### config.mk
export PLATFORM = sky130hd
export DESIGN_NAME = ex_stage
export DESIGN_NICKNAME = d
export VERILOG_FILES = /design/src/rtl/riscv_defs.sv /design/src/rtl/div_iter.sv /design/src/rtl/ex_stage.sv
export SDC_FILE = /design/constraint.sdc
export NUM_CORES = 2
export LEC_CHECK = 0
export ABC_AREA = 1
export CELL_PAD_IN_SITES_DETAIL_PLACEMENT = 1
export CELL_PAD_IN_SITES_GLOBAL_PLACEMENT = 2
export CORE_MARGIN = 2
export CORE_UTILIZATION = 37
export DETAILED_ROUTE_END_ITERATION = 6
export GPL_ROUTABILITY_DRIVEN = 0
export HOLD_SLACK_MARGIN = 0.03
export PLACE_DENSITY = 0.88
export SYNTH_ARGS = -nofsm -noshare
export SYNTH_HDL_FRONTEND = slang
export SYNTH_HIERARCHICAL = 1
export SYNTH_SLANG_ARGS = --single-unit
export TNS_END_PERCENT = 1
### constraint.sdc
create_clock -name clk -period 13.1 [get_ports clk]
set_input_delay 2.62 -clock clk [delete_from_list [all_inputs] [get_ports clk]]
set_output_delay 2.62 -clock clk [all_outputs]
set_load 0.005 [all_outputs]
### src/rtl/riscv_defs.sv
// Shared encodings for the execute stage: result-group selects, ALU opcodes
// and the divider FSM state.
package riscv_defs;
    localparam logic [2:0] SEL_NOP    = 3'd0;
    localparam logic [2:0] SEL_LOGIC  = 3'd1;
    localparam logic [2:0] SEL_SHIFT  = 3'd2;
    localparam logic [2:0] SEL_ARITH  = 3'd3;
    localparam logic [2:0] SEL_MULDIV = 3'd4;
    localparam logic [2:0] SEL_PASS   = 3'd5;

    localparam logic [6:0] OP_OR     = 7'h01;
    localparam logic [6:0] OP_AND    = 7'h02;
    localparam logic [6:0] OP_XOR    = 7'h03;
    localparam logic [6:0] OP_SLL    = 7'h04;
    localparam logic [6:0] OP_SRL    = 7'h05;
    localparam logic [6:0] OP_SRA    = 7'h06;
    localparam logic [6:0] OP_ADD    = 7'h07;
    localparam logic [6:0] OP_SUB    = 7'h08;
    localparam logic [6:0] OP_SLT    = 7'h09;
    localparam logic [6:0] OP_SLTU   = 7'h0A;
    localparam logic [6:0] OP_MUL    = 7'h0B;
    localparam logic [6:0] OP_MULH   = 7'h0C;
    localparam logic [6:0] OP_MULHSU = 7'h0D;
    localparam logic [6:0] OP_MULHU  = 7'h0E;
    localparam logic [6:0] OP_DIV    = 7'h0F;
    localparam logic [6:0] OP_DIVU   = 7'h10;
    localparam logic [6:0] OP_REM    = 7'h11;
    localparam logic [6:0] OP_REMU   = 7'h12;

    typedef enum logic [1:0] {
        IDLE = 2'd0,
        BUSY = 2'd1,
        DONE = 2'd2
    } div_state_t;
endpackage

### src/rtl/div_iter.sv
// Iterative radix-2 restoring divider on operand magnitudes. Latches the
// result sign flags at start so the caller can sign-correct in DONE.
module div_iter
    import riscv_defs::*;
#(
    parameter int XLEN       = 32,
    parameter int DIV_CYCLES = 32
) (
    input  logic            clk,
    input  logic            rst_n,
    input  logic            start,
    input  logic            signed_op,
    input  logic [XLEN-1:0] dividend,
    input  logic [XLEN-1:0] divisor,
    input  logic            flush,
    output logic            busy,
    output logic            done,
    output logic [XLEN-1:0] quotient,
    output logic [XLEN-1:0] remainder,
    output logic            q_neg,
    output logic            r_neg
);
    localparam int CW = $clog2(DIV_CYCLES);

    div_state_t      state;
    logic [CW-1:0]   cnt;
    logic [XLEN-1:0] dq, rem, dvsr;
    logic [XLEN:0]   trial;
    logic            dvd_neg, dvs_neg;

    assign dvd_neg = signed_op & dividend[XLEN-1];
    assign dvs_neg = signed_op & divisor[XLEN-1];
    // Partial remainder shifted left by one bit, minus divisor; MSB is the borrow.
    assign trial   = {rem, dq[XLEN-1]} - {1'b0, dvsr};

    always_ff @(posedge clk or negedge rst_n) begin
        if (!rst_n) begin
            state <= IDLE;
            cnt   <= '0;
            dq    <= '0;
            rem   <= '0;
            dvsr  <= '0;
            q_neg <= 1'b0;
            r_neg <= 1'b0;
        end else if (flush) begin
            state <= IDLE;
            cnt   <= '0;
        end else begin
            case (state)
                IDLE: if (start) begin
                    dq    <= dvd_neg ? -dividend : dividend;
                    dvsr  <= dvs_neg ? -divisor : divisor;
                    rem   <= '0;
                    q_neg <= dvd_neg ^ dvs_neg;
                    r_neg <= dvd_neg;
                    cnt   <= '0;
                    state <= BUSY;
                end
                BUSY: begin
                    if (trial[XLEN]) begin
                        rem <= {rem[XLEN-2:0], dq[XLEN-1]};
                        dq  <= {dq[XLEN-2:0], 1'b0};
                    end else begin
                        rem <= trial[XLEN-1:0];
                        dq  <= {dq[XLEN-2:0], 1'b1};
                    end
                    cnt <= cnt + CW'(1);
                    if (cnt == CW'(DIV_CYCLES - 1))
                        state <= DONE;
                end
                DONE:    state <= IDLE;
                default: state <= IDLE;
            endcase
        end
    end

    assign busy      = (state != IDLE);
    assign done      = (state == DONE);
    assign quotient  = dq;
    assign remainder = rem;
endmodule

### src/rtl/ex_stage.sv
// RV32IM execute stage: combinational ALU and multiplier, iterative divider
// with pipeline stall, and pass-through of writeback/store fields.
module ex_stage
    import riscv_defs::*;
#(
    parameter int DIV_CYCLES = 32,
    parameter int XLEN       = 32
) (
    input  logic            clk,
    input  logic            rst_n,
    input  logic [6:0]      aluop_i,
    input  logic [2:0]      alusel_i,
    input  logic [XLEN-1:0] reg1_i,
    input  logic [XLEN-1:0] reg2_i,
    input  logic [XLEN-1:0] reg_last_i,
    input  logic [4:0]      wd_i,
    input  logic            wreg_i,
    input  logic            flush_i,
    output logic [4:0]      wd_o,
    output logic            wreg_o,
    output logic [XLEN-1:0] wdata_o,
    output logic [XLEN-1:0] mem_data_o,
    output logic [6:0]      aluop_o,
    output logic            stall_req_o,
    output logic            div_busy_o
);
    logic                   is_div, signed_div, div_zero, div_ovf, div_start;
    logic                   div_busy, div_done, q_neg, r_neg;
    logic                   a_sext, b_sext;
    logic [XLEN-1:0]        quotient, remainder, q_fix, r_fix;
    logic signed [2*XLEN-1:0] mul_a, mul_b, prod;

    // The 33x33 signed product, carried at 2*XLEN so both halves are usable.
    assign a_sext = (aluop_i != OP_MULHU);
    assign b_sext = (aluop_i == OP_MULH) || (aluop_i == OP_MUL);
    assign mul_a  = {{XLEN{a_sext & reg1_i[XLEN-1]}}, reg1_i};
    assign mul_b  = {{XLEN{b_sext & reg2_i[XLEN-1]}}, reg2_i};
    assign prod   = mul_a * mul_b;

    assign is_div     = (alusel_i == SEL_MULDIV) &&
                        (aluop_i inside {OP_DIV, OP_DIVU, OP_REM, OP_REMU});
    assign signed_div = (aluop_i == OP_DIV) || (aluop_i == OP_REM);
    assign div_zero   = (reg2_i == '0);
    assign div_ovf    = signed_div && (reg1_i == {1'b1, {(XLEN-1){1'b0}}}) &&
                        (reg2_i == '1);
    assign div_start  = is_div & ~div_zero & ~div_ovf & ~div_busy & ~flush_i;

    div_iter #(.XLEN(XLEN), .DIV_CYCLES(DIV_CYCLES)) u_div (
        .clk       (clk),
        .rst_n     (rst_n),
        .start     (div_start),
        .signed_op (signed_div),
        .dividend  (reg1_i),
        .divisor   (reg2_i),
        .flush     (flush_i),
        .busy      (div_busy),
        .done      (div_done),
        .quotient  (quotient),
        .remainder (remainder),
        .q_neg     (q_neg),
        .r_neg     (r_neg)
    );

    assign q_fix = q_neg ? -quotient : quotient;
    assign r_fix = r_neg ? -remainder : remainder;

    always_comb begin
        wdata_o = '0;
        case (alusel_i)
            SEL_LOGIC: case (aluop_i)
                OP_OR:   wdata_o = reg1_i | reg2_i;
                OP_AND:  wdata_o = reg1_i & reg2_i;
                OP_XOR:  wdata_o = reg1_i ^ reg2_i;
                default: wdata_o = '0;
            endcase
            SEL_SHIFT: case (aluop_i)
                OP_SLL:  wdata_o = reg1_i << reg2_i[4:0];
                OP_SRL:  wdata_o = reg1_i >> reg2_i[4:0];
                OP_SRA:  wdata_o = $signed(reg1_i) >>> reg2_i[4:0];
                default: wdata_o = '0;
            endcase
            SEL_ARITH: case (aluop_i)
                OP_ADD:  wdata_o = reg1_i + reg2_i;
                OP_SUB:  wdata_o = reg1_i - reg2_i;
                OP_SLT:  wdata_o = {{(XLEN-1){1'b0}}, $signed(reg1_i) < $signed(reg2_i)};
                OP_SLTU: wdata_o = {{(XLEN-1){1'b0}}, reg1_i < reg2_i};
                default: wdata_o = '0;
            endcase
            SEL_MULDIV: case (aluop_i)
                OP_MUL:                      wdata_o = prod[XLEN-1:0];
                OP_MULH, OP_MULHSU, OP_MULHU: wdata_o = prod[2*XLEN-1:XLEN];
                // Special cases resolve in IDLE; otherwise only DONE drives a result.
                OP_DIV, OP_DIVU: wdata_o = div_done ? q_fix :
                                           div_zero ? '1 :
                                           div_ovf  ? reg1_i : '0;
                OP_REM, OP_REMU: wdata_o = div_done ? r_fix :
                                           div_zero ? reg1_i : '0;
                default:                     wdata_o = '0;
            endcase
            SEL_PASS: wdata_o = reg2_i;
            default:  wdata_o = '0;
        endcase
    end

    assign stall_req_o = div_start | (div_busy & ~div_done);
    assign div_busy_o  = div_busy;
    assign wreg_o      = wreg_i & ~stall_req_o;
    assign wd_o        = wd_i;
    assign mem_data_o  = reg_last_i;
    assign aluop_o     = aluop_i;
endmodule

# Word level (Yosys, flattened, before mapping)
# Index checks and enable logic that the tools add are counted.
dict set report totals {
  word_cells 119
  register_bits 105
}
dict set report op_classes {
  add_sub_neg 8
  n_bitwise 21
  eq_ne 32
  n_mux 27
  magnitude_cmp 2
  reduce_logical 18
  n_shift 3
  mul 1
}
# cell count
set ops {}
lappend ops {{two-way mux 32 bit} 12}
lappend ops {{case mux 32 bit (4 select lines)} 2}
lappend ops {{case mux 32 bit (3 select lines)} 2}
lappend ops {{case mux 32 bit (5 select lines)} 1}
lappend ops {{negation 32 bit} 4}
lappend ops {{case mux 32 bit (2 select lines)} 2}
lappend ops {{== test 32 bit (second input constant)} 2}
lappend ops {{< comparator 32 bit} 2}
lappend ops {{multiplier 33 x 33 -> 64 bit} 1}
lappend ops {{== test 7 x 4 -> 1 bit (second input constant)} 8}
lappend ops {{subtractor 33 x 32 -> 33 bit} 1}
lappend ops {{adder 32 bit} 1}
lappend ops {{bitwise AND 32 bit} 1}
lappend ops {{logical NOT 32 bit} 1}
lappend ops {{OR 32 bit} 1}
lappend ops {{left shift 32 x 5 -> 32 bit} 1}
lappend ops {{>> shifter 32 x 5 -> 32 bit} 1}
lappend ops {{>>> shifter 32 x 5 -> 32 bit} 1}
lappend ops {{subtractor 32 bit} 1}
lappend ops {{XOR 32 bit} 1}
lappend ops {{== test 7 x 3 -> 1 bit (second input constant)} 4}
lappend ops {{== test 7 x 5 -> 1 bit (second input constant)} 3}
lappend ops {{== test 7 x 2 -> 1 bit (second input constant)} 2}
lappend ops {{bitwise AND 1 bit} 10}
lappend ops {{30 further kinds} 47}

# Logic depth before layout (Yosys ltp)
dict set report depth {
  word_depth 11
  depth_mapped 37
  ltp_nobuf 36
}

# Hierarchy
# Netlist, hierarchy kept.
# module instances seq_area_each_um2 cells_each area_each_um2
set modules_own_cells {}
lappend modules_own_cells {ex_stage 1 0.0 7679 52893.2}
lappend modules_own_cells {div_iter 1 2627.5 1527 9232.6}

# Least setup slack after synthesis
# No wires, ideal clock.
dict set report synth_path {
  path_kind {input to output}
  startpoint {input port aluop_i[6]}
  endpoint {output port wdata_o[31]}
  slack_ps 813
  path_buffers 1
  stages 31
  t_arrival_ps 9667
  path_cell_list {nor2_2 > nand2_2 > nor2_1 > nand2_1 > inv_1 > clkbuf_1 > nor2_1 > fa_1 > fa_1 > fa_1 > fa_1 > inv_1 > fa_1 > fa_1 > fa_1 > fa_1 > inv_1 > ha_1 > nand2_1 > nor2_1 > inv_1 > nor2_1 > inv_1 > nor3_1 > nand2_1 > nand3_1 > nand3_1 > nand3_1 > nand2_1 > nand2_1 > nand2_1}
}
dict set report synth_via {
  elab_chain_cells 9
}
# item line
set synth_lines {}
lappend synth_lines {{start, declared} ex_stage.sv:11} ;# input logic [6:0] aluop_i,
lappend synth_lines {{branches (longest 8 deep; another with multiplier 33 x 33 -> 64 bit)} --}
lappend synth_lines {{case mux 32 bit (5 select lines) (*)} ex_stage.sv:69} ;# case (alusel_i)
lappend synth_lines {{end, declared} ex_stage.sv:21} ;# output logic [XLEN-1:0] wdata_o,
# Mark *: on every way between the ends.

# Final worst setup path
dict set report layout_path {
  startpoint {input port aluop_i[4]}
  endpoint {output port wdata_o[24]}
}
# The elaborated chain is that of the path after synthesis.

==> results.py <==
metrics = {
    "setup_path": {
        "crit_arrival_ns": 11.06,
        "crit_top_cell": "fa_1",
        "reg2reg_depth": 13,
        "crit_fanout": 8,
        "rrSetupSlack_ns": 10.08,
        "path_delay_family": "adder cells",
        "reg2reg_to": "u_div/quotient[10]",
        "slowest_stage": "fa_1",
        "path_class": "input port to output port",
        "max_stage_delay_ns": 0.60,
        "crit_path_start_kind": "input port",
        "worstReg2RegStart": "u_div/state[0]",
        "worstSetupEndpointType": "output port",
        "worst_ep_required_time_ns": 10.48,
        "crit_buf_inv": 12,
    },
    "status": {
        "status": "finished, violations left",
        "violations": "setup timing",
    },
    "detailed_routing": {
        "routed_wl_um": 322000,
        "first_iter_violations": 6434,
        "route.detailed.drc": 0,
        "avgRoutedWirePerCell_um": 27.0,
        "drt-pass1-iter-count": 6,
        "vias": 66339,
        "viasPerCell": 5.57,
        "postRouteAntennaNets": 0,
    },
    "yosys": {
        "synth-edff-count": 0,
        "ys_seq_area_share_pct": 4.23,
        "avgSynthCellArea_sq_um": 6.75,
        "yosysUniqueCellTypes": 71,
        "ys.flop_type": "dfrtp_1",
        "syn_inst": 9206,
        "synth_area_sq_um": 62100,
        "synth_seq_cells": 105,
        "syn_nets": 10796,
        "ys_warn_count": 6,
        "async_flop_share_pct": 100,
    },
    "layout": {
        "fill_cells": 21525,
        "layout_common_cells": "nand2_1, inv_1, fa_1",
        "nets": 11277,
        "final_util_pct": 43.2,
        "area_delta_synth_final_pct": 16.2,
        "drive_above_1_share_pct": 12.4,
        "final_common_cell": "nand2_1",
    },
    "floorplan": {
        "num_rows": 150,
        "initial_core_util_pct": 37.2,
        "num_io_pins": 194,
        "coreArea_sq_um": 167000,
        "die-width_um": 414,
        "die_y_um": 414,
        "dieArea_sq_um": 171000,
    },
    "timing": {
        "timing.hold.ws_ns": 0.496,
        "slew_viol_final": 0,
        "period_needed_ns": 13.68,
        "skew_ns": 0.0158,
        "min_period_over_period_pct": 104,
        "hold_viol": 0,
        "slew_headroom_pct": 15.2,
        "fmax_ghz": 0.0731,
        "setup_viol": 32,
        "worst_slew_pin_slew_ns": 1.27,
        "rsz0062_at_grt": "true",
        "finalWorstSetupSlack_ns": -0.577,
    },
    "global_routing": {
        "use_met2_pct": 57.7,
        "gr-usage-met1_pct": 45.3,
        "overflow": 0,
        "antenna_found_initial": 23,
        "grt_use_met3_pct": 10.0,
        "grt_max_degree": 75,
        "grt_busiest_layer": "met2",
        "grt_pass1_wl_um": 470000,
        "track_usage_pct": 37.6,
        "grt_pass1_vias": 70990,
    },
    "clocking": {
        "clock_path_buffers": 2,
        "cts_inserted_buffers": 9,
        "root_buffer": "clkbuf_16",
        "cts_tree": "yes",
        "insertion_delay_ns": 0.39,
        "clock-sinks": 105,
        "hold_buffers": 0,
        "clk_pin_slew_ns": 0.08,
        "htree_levels": 3,
    },
    "flow_run": {
        "drv_cap": 0,
    },
    "min_path": {
        "hold_path.class": "register to register",
        "hp-start": "u_div/dvsr[14]",
        "worstHoldPathCells": 2,
        "hold_path_end": "u_div/dvsr[14]",
    },
    "placed_design": {
        "hpwl_um": 275000,
        "pre_cts_ws_ns": -1.18,
        "io_buffers": 119,
    },
}
## sequential cells by signal (all words and copies together) (netlist names)
signal	cells
u_div/q_neg	1
u_div/dvsr	32
u_div/remainder	32
u_div/cnt	5
u_div/r_neg	1
u_div/quotient	32
u_div/state	2
## metal layers
metal,wire length [um],part of all wire [%]
met1,120000,37
met2,139000,43
met3,33500,10
met4,29900,9.3
met5,73,0.023
## cells in the mapped netlist, types with 9 or more instances
cell type	count	area share, %
o211ai_1	49	0.59
nor3_1	79	0.64
buf_4	49	0.59
a31oi_1	21	0.21
o2111ai_1	9	0.13
ha_1	347	7.0
xor2_1	37	0.52
nand2_2	18	0.18
nand4_1	83	0.84
nand3b_1	21	0.25
inv_2	26	0.16
dfrtp_1	105	4.2
o21a_1	13	0.16
buf_1	39	0.24
nand2_1	2590	16
or2_2	16	0.16
nor2_2	16	0.16
o221ai_1	26	0.37
mux2i_1	17	0.27
o21bai_1	24	0.29
xnor2_1	26	0.37
clkbuf_1	289	1.7
fa_1	1128	36
nor2_1	656	4.0
buf_2	65	0.52
o21ai_1	62	0.50
inv_1	2079	13
o21ai_0	374	3.0
a21oi_1	377	3.0
o22ai_1	16	0.16
nand3_1	427	3.4
nor4_1	15	0.15
## how the worst max path moves through the flow
stage                  endpoint  cells after the start        from
finish              wdata_o[24]                     36  aluop_i[4]
global route        wdata_o[30]                     36  aluop_i[5]
CTS                 wdata_o[28]                     35  aluop_i[5]
detailed placement  wdata_o[13]                     38  aluop_i[6]
global placement    wdata_o[18]                     35  aluop_i[6]
floorplan           wdata_o[31]                     31  aluop_i[6]
## stage by stage
step,setup TNS [ns],cells,instance area [sq um]
after floorplan,0,9206,62100
after global placement,-25.14,11866,70800
after detailed placement,-30.77,11866,70800
after CTS,-8.46,11895,72000
after global routing,-19.28,11900,72100
final,-13.30,11910,72200
## layout make-up
cell class / instances / area, sq um / share of cell area (%)
multi-input cells: 6530 / 50400 / 69.8
clock inverters: 7 / 83.8 / 0.116
diodes: 14 / 35.0 / 0.0485
well taps: 2204 / 2760 / 3.82
inverters: 2116 / 7960 / 11.0
flip-flops and latches: 105 / 2630 / 3.64
clock buffers: 9 / 225 / 0.312
repair buffers: 925 / 8130 / 11.3
## tightest hold or removal path: stages, from the launching register on
cell,delay (ns)
dfrtp_1,0.35
nand2_1,0.05
o21ai_0,0.06
## timing repair
action                     CTS  global route
pin swaps                   55            11
setup endpoints to repair   32            32
setup buffers               12             1
resized for setup          230            28
cloned                       1             0
## logic make-up after synthesis
logic type / share of synthesized area [%]
AO/OA/AOI/OAI: 9.08
XOR/XNOR: 0.888
adder cells (fa/ha/maj): 43.3
buffers and inverters: 16.1
flip-flops: 4.23
multiplexers: 0.274
AND/OR/NAND/NOR: 26.1
Power is not shown: default switching activity piles up to over one toggle a cycle in this logic, so the estimate is an artifact.
